<file path="src/rtl/pc_seq_pkg.sv">
// Shared definitions for the pc_sequencer control-flow block.
// Contents:
//   OP_NONE..OP_HALT : 3-bit control op encodings (6 and 7 behave as OP_NONE)
//   state_t          : sequencer FSM states (boot, free-run, halted)
package pc_seq_pkg;

   localparam logic [2:0] OP_NONE = 3'd0;
   localparam logic [2:0] OP_JMP  = 3'd1;
   localparam logic [2:0] OP_BR   = 3'd2;
   localparam logic [2:0] OP_CALL = 3'd3;
   localparam logic [2:0] OP_RET  = 3'd4;
   localparam logic [2:0] OP_HALT = 3'd5;

   typedef enum logic [1:0] {
      ST_BOOT = 2'd0,
      ST_RUN  = 2'd1,
      ST_HALT = 2'd2
   } state_t;

endpackage

</file>
<file path="src/rtl/pc_sequencer_ras.sv">
// Return-address stack: a depth-parameterised LIFO with no wrap-around.
// Ports:
//   clk, rst : clock, asynchronous active-high reset (empties the stack)
//   push     : store din on top (ignored when full)
//   pop      : discard the top entry (ignored when empty)
//   din      : entry to push
//   dout     : current top-of-stack entry (undefined content when empty)
//   full     : DEPTH entries held
//   empty    : no entries held
// The parent detects overflow/underflow from full/empty and reports it.
module ras #(
   parameter int WIDTH = 17,
   parameter int DEPTH = 4
) (
   input  logic             clk,
   input  logic             rst,
   input  logic             push,
   input  logic             pop,
   input  logic [WIDTH-1:0] din,
   output logic [WIDTH-1:0] dout,
   output logic             full,
   output logic             empty
);

   localparam int AW = $clog2(DEPTH);
   localparam int CW = AW + 1;

   logic [WIDTH-1:0] mem [DEPTH];
   logic [CW-1:0]    cnt;
   logic [CW-1:0]    top_ptr;
   logic             do_push;
   logic             do_pop;

   assign full    = (cnt == CW'(DEPTH));
   assign empty   = (cnt == '0);
   assign do_push = push && !full;
   assign do_pop  = pop && !empty;
   assign top_ptr = cnt - CW'(1);
   assign dout    = mem[top_ptr[AW-1:0]];

   // Only the occupancy count is reset; entry contents are don't-care until written.
   always_ff @(posedge clk or posedge rst) begin
      if (rst) begin
         cnt <= '0;
      end else if (do_push) begin
         cnt <= cnt + CW'(1);
      end else if (do_pop) begin
         cnt <= cnt - CW'(1);
      end
   end

   always_ff @(posedge clk) begin
      if (do_push) begin
         mem[cnt[AW-1:0]] <= din;
      end
   end

endmodule

</file>
<file path="src/rtl/pc_sequencer.sv">
// Control-flow sequencer for an external self-incrementing program counter.
// Each cycle it either lets the counter free-run (pc_we=0) or redirects it
// (pc_we=1, pc_data=new address): boot vector, stall hold, jump, branch,
// call/return through an internal return-address stack, interrupt entry, halt.
// Ports:
//   clk, rst        : clock, asynchronous active-high reset
//   pc              : current counter value
//   pc_we, pc_data  : combinational load strobe/value to the counter
//   stall           : hold the counter this cycle
//   op, cond, target: control op, branch condition, destination address
//   irq             : level interrupt request
//   irq_ack         : one-cycle pulse in the cycle after interrupt entry
//   halted          : high while in the halt state
//   ras_err         : sticky return-stack overflow/underflow flag
module pc_sequencer
   import pc_seq_pkg::*;
#(
   parameter int               WIDTH        = 16,
   parameter int               RAS_DEPTH    = 4,
   parameter logic [WIDTH-1:0] RESET_VECTOR = 16'h0000,
   parameter logic [WIDTH-1:0] IRQ_VECTOR   = 16'h0008
) (
   input  logic             clk,
   input  logic             rst,
   input  logic [WIDTH-1:0] pc,
   output logic             pc_we,
   output logic [WIDTH-1:0] pc_data,
   input  logic             stall,
   input  logic [2:0]       op,
   input  logic             cond,
   input  logic [WIDTH-1:0] target,
   input  logic             irq,
   output logic             irq_ack,
   output logic             halted,
   output logic             ras_err
);

   state_t         state_q;
   state_t         state_d;
   logic           irq_mask;
   logic           mask_d;
   logic           ack_d;
   logic           err_d;
   logic           we_d;

   logic           ras_push;
   logic           ras_pop;
   logic [WIDTH:0] ras_din;
   logic [WIDTH:0] ras_top;
   logic           ras_full;
   logic           ras_empty;

   logic [WIDTH-1:0] pc_inc;

   assign pc_inc = pc + WIDTH'(1);

   ras #(
      .WIDTH (WIDTH + 1),
      .DEPTH (RAS_DEPTH)
   ) u_ras (
      .clk   (clk),
      .rst   (rst),
      .push  (ras_push),
      .pop   (ras_pop),
      .din   (ras_din),
      .dout  (ras_top),
      .full  (ras_full),
      .empty (ras_empty)
   );

   always_ff @(posedge clk or posedge rst) begin
      if (rst) begin
         state_q  <= ST_BOOT;
         irq_mask <= 1'b0;
         irq_ack  <= 1'b0;
         halted   <= 1'b0;
         ras_err  <= 1'b0;
      end else begin
         state_q  <= state_d;
         irq_mask <= mask_d;
         irq_ack  <= ack_d;
         halted   <= (state_d == ST_HALT);
         ras_err  <= err_d;
      end
   end

   // Entry bit WIDTH flags an interrupt frame: only popping such a frame
   // unmasks interrupts, so CALL/RET nested inside an ISR keep the mask.
   always_comb begin
      state_d  = state_q;
      mask_d   = irq_mask;
      ack_d    = 1'b0;
      err_d    = ras_err;
      we_d     = 1'b0;
      pc_data  = pc;
      ras_push = 1'b0;
      ras_pop  = 1'b0;
      ras_din  = {1'b0, pc_inc};

      unique case (state_q)
         ST_BOOT: begin
            we_d    = 1'b1;
            pc_data = RESET_VECTOR;
            state_d = ST_RUN;
         end

         ST_RUN: begin
            if (stall) begin
               we_d    = 1'b1;
               pc_data = pc;
            end else if (irq && !irq_mask) begin
               ras_push = 1'b1;
               ras_din  = {1'b1, pc};
               we_d     = 1'b1;
               pc_data  = IRQ_VECTOR;
               mask_d   = 1'b1;
               ack_d    = 1'b1;
               if (ras_full) err_d = 1'b1;
            end else begin
               case (op)
                  OP_JMP: begin
                     we_d    = 1'b1;
                     pc_data = target;
                  end
                  OP_BR: begin
                     we_d    = cond;
                     pc_data = target;
                  end
                  OP_CALL: begin
                     ras_push = 1'b1;
                     ras_din  = {1'b0, pc_inc};
                     we_d     = 1'b1;
                     pc_data  = target;
                     if (ras_full) err_d = 1'b1;
                  end
                  OP_RET: begin
                     ras_pop = 1'b1;
                     we_d    = 1'b1;
                     if (ras_empty) begin
                        pc_data = RESET_VECTOR;
                        err_d   = 1'b1;
                     end else begin
                        pc_data = ras_top[WIDTH-1:0];
                        if (ras_top[WIDTH]) mask_d = 1'b0;
                     end
                  end
                  OP_HALT: begin
                     we_d    = 1'b1;
                     pc_data = pc;
                     state_d = ST_HALT;
                  end
                  default: begin
                     we_d = 1'b0;
                  end
               endcase
            end
         end

         ST_HALT: begin
            we_d    = 1'b1;
            pc_data = pc;
            // Return lands on the instruction after the HALT.
            if (irq && !irq_mask) begin
               ras_push = 1'b1;
               ras_din  = {1'b1, pc_inc};
               pc_data  = IRQ_VECTOR;
               mask_d   = 1'b1;
               ack_d    = 1'b1;
               state_d  = ST_RUN;
               if (ras_full) err_d = 1'b1;
            end
         end

         default: begin
            state_d = ST_BOOT;
         end
      endcase

      // The state register already sits in BOOT during reset; suppress its load.
      pc_we = we_d && !rst;
   end

endmodule

</file>
<file path="config.mk">
export PLATFORM = sky130hd
export DESIGN_NAME = pc_sequencer
export DESIGN_NICKNAME = d
export VERILOG_FILES = /design/src/rtl/pc_seq_pkg.sv /design/src/rtl/pc_sequencer_ras.sv /design/src/rtl/pc_sequencer.sv
export SDC_FILE = /design/constraint.sdc
export NUM_CORES = 1
export LEC_CHECK = 0
export ABC_CLOCK_PERIOD_IN_PS = 2400
export BUFFER_PORTS_ARGS = -buffer_cell sky130_fd_sc_hd__buf_2
export CORE_MARGIN = 4
export CORE_UTILIZATION = 54
export CTS_BUF_LIST = sky130_fd_sc_hd__clkbuf_8
export CTS_CLUSTER_SIZE = 12
export DETAILED_ROUTE_END_ITERATION = 10
export PLACE_DENSITY = 0.83
export REMOVE_ABC_BUFFERS = 1
export SLEW_MARGIN = 20
export SYNTH_ARGS = -nofsm -noshare
export SYNTH_HDL_FRONTEND = slang
export SYNTH_HIERARCHICAL = 1
export SYNTH_SLANG_ARGS = --single-unit
</file>
<file path="constraint.sdc">
create_clock -name clk -period 2.4 [get_ports clk]
set_clock_uncertainty 0.2 [all_clocks]
set_input_delay 0.12 -clock clk [delete_from_list [all_inputs] [get_ports clk]]
set_output_delay 0.12 -clock clk [all_outputs]
set_load 0.005 [all_outputs]
</file>
# After elaboration in Yosys (flattened, before gate mapping)

Memory sizes are Yosys's and may differ from the RTL's.
Index checks and enable logic that the tools add are counted.
W data, S select, Z words.

Multiplexer cells: 48
Reductions and logical operators: 17
$add $sub $neg: 3
Equality and inequality tests: 16

Operators with widths:

| operator                | count |
|---|---|
| $mux W16                | 4 |
| $mux W17                | 3 |
| $pmux W16 S3            | 1 |
| $pmux W17 S2            | 1 |
| $pmux W16 S2            | 1 |
| $mux W1                 | 24 |
| $add A16 B1 Y16 const B | 1 |
| $pmux W1 S2             | 7 |
| $eq A3 B3 Y1 const B    | 3 |
| $ne A3 B3 Y1 const B    | 3 |
| $mux W2                 | 4 |
| $ne A4 B3 Y1 const B    | 2 |
| $eq A3 B2 Y1 const B    | 2 |
| $mux W3                 | 2 |
| $pmux W2 S3             | 1 |
| $reduce_and A6 Y1       | 1 |
| $reduce_and A5 Y1       | 1 |
| $eq A2 B2 Y1 const B    | 2 |
| $logic_and A1 B1 Y1     | 4 |
| $logic_not A1 Y1        | 4 |
| $ne A2 B2 Y1 const B    | 2 |
| $reduce_bool A2 Y1      | 2 |
| $reduce_or A4 Y1        | 1 |
| $add A3 B1 Y3 const B   | 1 |
| other kinds (7)         | 7 |

Register bits after elaboration: 9
Output and inout port bits: 20
Input bits: 40
Logic and storage cells: 91
RAM bits: 68
Memories: 1

Memories:

| memory    | words | width | read ports | clocked after Yosys merged registers in | write ports | line                   | source |
|---|---|---|---|---|---|---|---|
| u_ras.mem | 4     | 17    | 1          | 0                                       | 1           | pc_sequencer_ras.sv:28 | `logic [WIDTH-1:0] mem [DEPTH];` |

# Logic depth before layout (Yosys ltp)

Depth after elaboration: 8
Mapped depth: 11
Mapped depth without buffers: 8

# Cells and area by module

Netlist, hierarchy kept.

Modules (own cells, without submodules):

| module       | seq. area each (sq um) | times used | cells each | area an instance (sq um) |
|---|---|---|---|---|
| ras          | 2117.0                 | 1          | 121        | 2783.9 |
| pc_sequencer | 150.1                  | 1          | 195        | 1436.4 |

# Worst setup path before layout

Ideal clock, no wire load.

Kind: register to register
From: register irq_mask
To: memory u_ras.mem[3][0] (enable)
Arrival time: 2029 ps
Clock period less this slack: 2604 ps
Cell stages (with the launch flop): 10
Data required time: 1825 ps
Path buffers: 3
Path slack: -204 ps
Setup time: 375 ps
Cells stage by stage: dfrtp_1 > nor2b_1 > clkbuf_1 > inv_2 > buf_2 > a21oi_1 > o21a_1 > a21boi_1 > clkbuf_2 > and2_1

Word-level cells in the longest chain between the ends: 8
Elaborated cells between the ends (all ways): 9
Those cells by class: mux: 6; reduce/logical: 3

RTL lines:

| element                         | line                                     | source |
|---|---|---|
| start: declaration              | pc_sequencer.sv:40                       | `logic irq_mask;` |
| start signal: assignment        | pc_sequencer.sv:80                       | `irq_mask <= mask_d;` |
| $logic_not A1 Y1 *              | pc_sequencer.sv:111, pc_sequencer.sv:163 |  |
| $logic_and A1 B1 Y1 *           | pc_sequencer.sv:111, pc_sequencer.sv:163 |  |
| $mux W1                         | pc_sequencer.sv:111                      | `end else if (irq && !irq_mask) begin` |
| $mux W1                         | pc_sequencer.sv:108                      | `if (stall) begin` |
| $pmux W1 S2 *                   | pc_sequencer.sv:100                      | `unique case (state_q)` |
| via ras_push                    | pc_sequencer.sv:46                       | `logic ras_push;` |
| $logic_and A1 B1 Y1 *           | pc_sequencer_ras.sv:36                   | `assign do_push = push && !full;` |
| $mux W1 *                       | pc_sequencer_ras.sv:53                   | `if (do_push) begin` |
| $mux W1 (not written as such) * | pc_sequencer_ras.sv:54                   | `mem[cnt[AW-1:0]] <= din;` |
| end: declaration                | pc_sequencer_ras.sv:28                   |  |

The timed path passes the listed nets; every way through them passes the cells marked *.

# Worst setup path in the final report

From: register u_ras.cnt[1]
To: output port pc_data[9]

Word-level cells in the longest chain between the ends: 7
Elaborated cells between the ends (all ways): 8
Those cells by class: add/sub: 1; mux: 5; reduce/logical: 1; memory: 1

RTL lines:

| element                  | line                   | source |
|---|---|---|
| start: declaration       | pc_sequencer_ras.sv:29 | `logic [CW-1:0] cnt;` |
| start signal: assignment | pc_sequencer_ras.sv:46 | `cnt <= cnt + CW'(1);` |
| start signal: assignment | pc_sequencer_ras.sv:48 | `cnt <= cnt - CW'(1);` |
| $sub A3 B1 Y3            | pc_sequencer_ras.sv:38 | `assign top_ptr = cnt - CW'(1);` |
| $mem_v2 Z4 W17           | --                     |  |
| via ras_top[9]           | pc_sequencer.sv:49     | `logic [WIDTH:0] ras_top;` |
| $mux W16                 | pc_sequencer.sv:139    | `if (ras_empty) begin` |
| $pmux W16 S2             | pc_sequencer.sv:120    | `case (op)` |
| $mux W16                 | pc_sequencer.sv:111    |  |
| $mux W16                 | pc_sequencer.sv:108    |  |
| $pmux W16 S3             | pc_sequencer.sv:100    |  |
| end: declaration         | pc_sequencer.sv:27     | `output logic [WIDTH-1:0] pc_data,` |

The timed path passes the listed nets, and every way through them passes these cells.

==> impl_metrics.py <==
metrics = {
    "yosys": {
        "async_flop_share_pct": 11.7,
        "syn_inst": 316,
        "synth_cell_types": 60,
        "yosysSeqAreaShare_pct": 53.7,
        "syn_area_per_cell_um2": 13.4,
        "yosysMostFrequentCell": "edfxtp_1",
        "synth-edff-count": 68,
        "yosys_register_bits": 77,
        "ys.flop_type": "edfxtp_1",
        "synth_common_cells": "68 x edfxtp_1, 15 x nand2_1, 14 x a22oi_1",
        "yosys_warnings": 6,
        "synth_top_area_share_pct": 48.4,
        "yosysTopAreaCell": "edfxtp_1",
        "synth_area_leaders": "edfxtp_1 48%, mux4_1 5.6%, dfrtp_1 5.3%, mux4_2 4.3%, ha_1 3.6%",
        "syn-cell-area_um2": 4220,
    },
    "worst_setup_path": {
        "cp_cell_sequence": "inv_2, ha_4, buf_12, mux4_2, a22oi_2, o2bb2ai_1, buf_2",
        "timing.critical_path.fanout_max": 6,
        "crit_buf_inv": 3,
        "crit_family": "flip-flops",
        "slowest_stage": "dfrtp_1",
        "endpoint_kind": "output port",
        "crit_arrival_ns": 2.12,
        "crit_path_max_incr_delay_ns": 0.40,
        "cp_data_required_time_ns": 2.08,
        "startpoint_type": "register",
        "path_class": "reg -> out",
    },
    "route": {
        "drc": 0,
        "postRouteWirelength_mm": 11.1,
        "dr.pass1.iters": 5,
        "wire_per_inst_um": 22.3,
        "drtIter0Drc": 388,
        "drt.antenna.violating_nets": 0,
        "routed-via-count": 3277,
        "avgViaCountPerCell": 6.59,
    },
    "floorplanning": {
        "std_cell_rows": 31,
        "dieArea_um2": 9290,
        "io_pins": 60,
        "core_um2": 7410,
        "fp.dieW_um": 96.4,
        "start_util_pct": 57.0,
        "dieHeight_um": 96.4,
    },
    "grt": {
        "first_global_vias": 3125,
        "track_usage_pct": 25.1,
        "grt_pass1_wl_mm": 16.9,
        "antenna_found_initial": 0,
        "grt-ovfl-total": 0,
        "grt_max_degree": 19,
    },
    "cells_and_area": {
        "drive_above_1_share_pct": 41.5,
        "diodes": 0,
        "area_delta_synth_final_pct": 23.1,
        "layout.cells.non_filler": 497,
        "nets": 446,
    },
    "sta": {
        "rsz0062_at_grt": "true",
        "setup_violations": 1,
        "min_period_ns": 2.44,
        "timing.hold.ws_ns": 0.0342,
        "finalCritPeriodShare_pct": 102,
        "max_slew_margin_pct": 60.0,
        "fin_ws_ns": -0.0390,
        "slew_violations": 0,
        "worst_pin_slew_ns": 0.585,
        "final_hold_viol_count": 0,
        "max_freq_ghz": 0.410,
    },
    "status": {
        "status": "finished with violations",
        "violations": "negative setup slack",
    },
    "power": {
        "power_density_nw_per_um2": 1010,
        "finalPower_mw": 5.27,
        "peakVddDrop_mv": 0.658,
        "p_leak_nw": 1.89,
    },
    "placed_design": {
        "place_inst": 472,
        "port_buffers": 59,
        "gp_congestion": 0.870,
        "dp_hpwl_mm": 7.15,
    },
    "clock_tree": {
        "worstSkewPairLatency_ns": 0.35,
        "cts.sinks": 77,
        "root_buffer": "clkbuf_8",
        "h-tree-depth": 3,
        "clkSlewWorstSetupHoldPaths_ns": 0.08,
        "cts_buffers": 9,
        "cts_tree": "built",
        "cts_buffer_depth": 2,
    },
    "run": {
        "maxCapViolations": 0,
    },
    "hold_path": {
        "hold_class": "in -> reg",
    },
}
worst reg2reg max path, delay by kind of cell (launching register included):
family                   cells  cell delay (ns)
AO/OA/AOI/OAI                3             0.52
adder cells (fa/ha/maj)      1             0.44
buffers and inverters        2             0.26
AND/OR/NAND/NOR              1             0.23
flip-flops                   1             0.43
layout by cell type, fill, tap and decap left out, types with 3 or more instances in the layout:
cell       Yosys  final
ha_1          12      8
buf_2          9     59
a41oi_1        4      4
a211oi_1       4      3
o2bb2ai_1      6      6
a31oi_1       11     10
dfrtp_2        0      3
inv_1         11      6
nand2b_1       4      4
nor2_1         9      9
nand4_1        7      7
nand3b_1       3      3
a22oi_2        0     11
nand3_1        9      9
a21oi_1       13     12
nor3_1         9      7
nand2_1       15     15
o2bb2ai_2     10     10
nor2b_1        4      3
o21ai_0        6      3
dfrtp_1        9      6
and2_1        10     10
a22oi_1       14      3
mux4_2         8     13
ha_4           0      3
clkbuf_8       0      9
clkinv_2       0      3
edfxtp_1      68     68
mux4_1         9      4
buf_4          2     17
o21ai_1        1      3
buf_12         1      8
inv_2          1      6
flip-flops by register name, indices dropped and copies added (netlist names):
| signal | count |
|---|---|
| irq_ack | 1 |
| u_ras/mem | 68 |
| halted | 1 |
| u_ras/cnt | 3 |
| ras_err | 1 |
| state_q | 2 |
| irq_mask | 1 |
report_power, final:
group	internal, mW	switching, mW	leakage (nW)
Sequential	1.65	0.0682	0.723
Combinational	1.27	1.33	1.07
Clock	0.474	0.474	0.0992
Total	3.40	1.87	1.89
routing by layer:
| metal | GRT usage, % | routed length [um] | part of all wire, % | vias to the layer above |
|---|---|---|---|---|
| met1 | 33.4 | 4080 | 37 | 1566 |
| met4 | 12.7 | 482 | 4.3 | 0 |
| met3 | 6.74 | 1220 | 11 | 49 |
| met5 | 0 | 0 | 0 | - |
| li1 | - | - | - | 1430 |
| met2 | 38.0 | 5300 | 48 | 232 |
repair_timing:
action / 4_1_cts / 5_1_grt
endpoints found under the setup margin: 20 / 116
hold buffers: 2 / 0
hold endpoints to repair: 9 / 0
cloned: 2 / 1
pin swaps: 4 / 13
setup buffers: 3 / 3
resized for setup: 29 / 25
layout make-up:
cell class              count  area (um2)
fillers                   480        2210
flip-flops and latches     77        2270
clock buffers               9         124
inverters                  12        45.0
clock inverters             6        62.6
well taps                  99         124
repair buffers             90         666
multi-input cells         204        1900
final timing paths:
kind / from / to / slack (ns) / cells past startpoint
worst min register to register: ras_err / ras_err / 0.29 / 1
worst max-delay path: u_ras/cnt[1] / pc_data[9] / -0.04 / 7
worst max register to register: state_q[0] / u_ras/mem[2][11] / 0.06 / 7
max in group asynchronous: rst / u_ras/cnt[0] / 1.32 / 4
min in group asynchronous: rst / state_q[1] / 0.04 / 3
worst min-delay path: pc[14] / u_ras/mem[1][14] / 0.03 / 3
cells by family after synthesis:
kind of cell	synth area share (%)
AO/OA/AOI/OAI	16.5
multiplexers	10.1
AND/OR/NAND/NOR	11.5
buffers and inverters	4.33
flip-flops	53.7
XOR/XNOR	0.208
adder cells (fa/ha/maj)	3.56
metrics by stage:
stage | utilization [%] | TNS, ns | worst slack [ns] | cell area (um2)
2_1_floorplan | - | -31.77 | -0.405 | 4080
3_3_place_gp | 64.1 | 0 | 0.119 | 4750
3_5_place_dp | 64.1 | 0 | 0.0161 | 4750
4_1_cts | 69.2 | 0 | 0.00117 | 5130
5_1_grt | 70.1 | -0.356 | -0.0659 | 5200
6_report | 70.1 | -0.0390 | -0.0390 | 5200
Note: power is estimated with default switching activity, not from simulation.
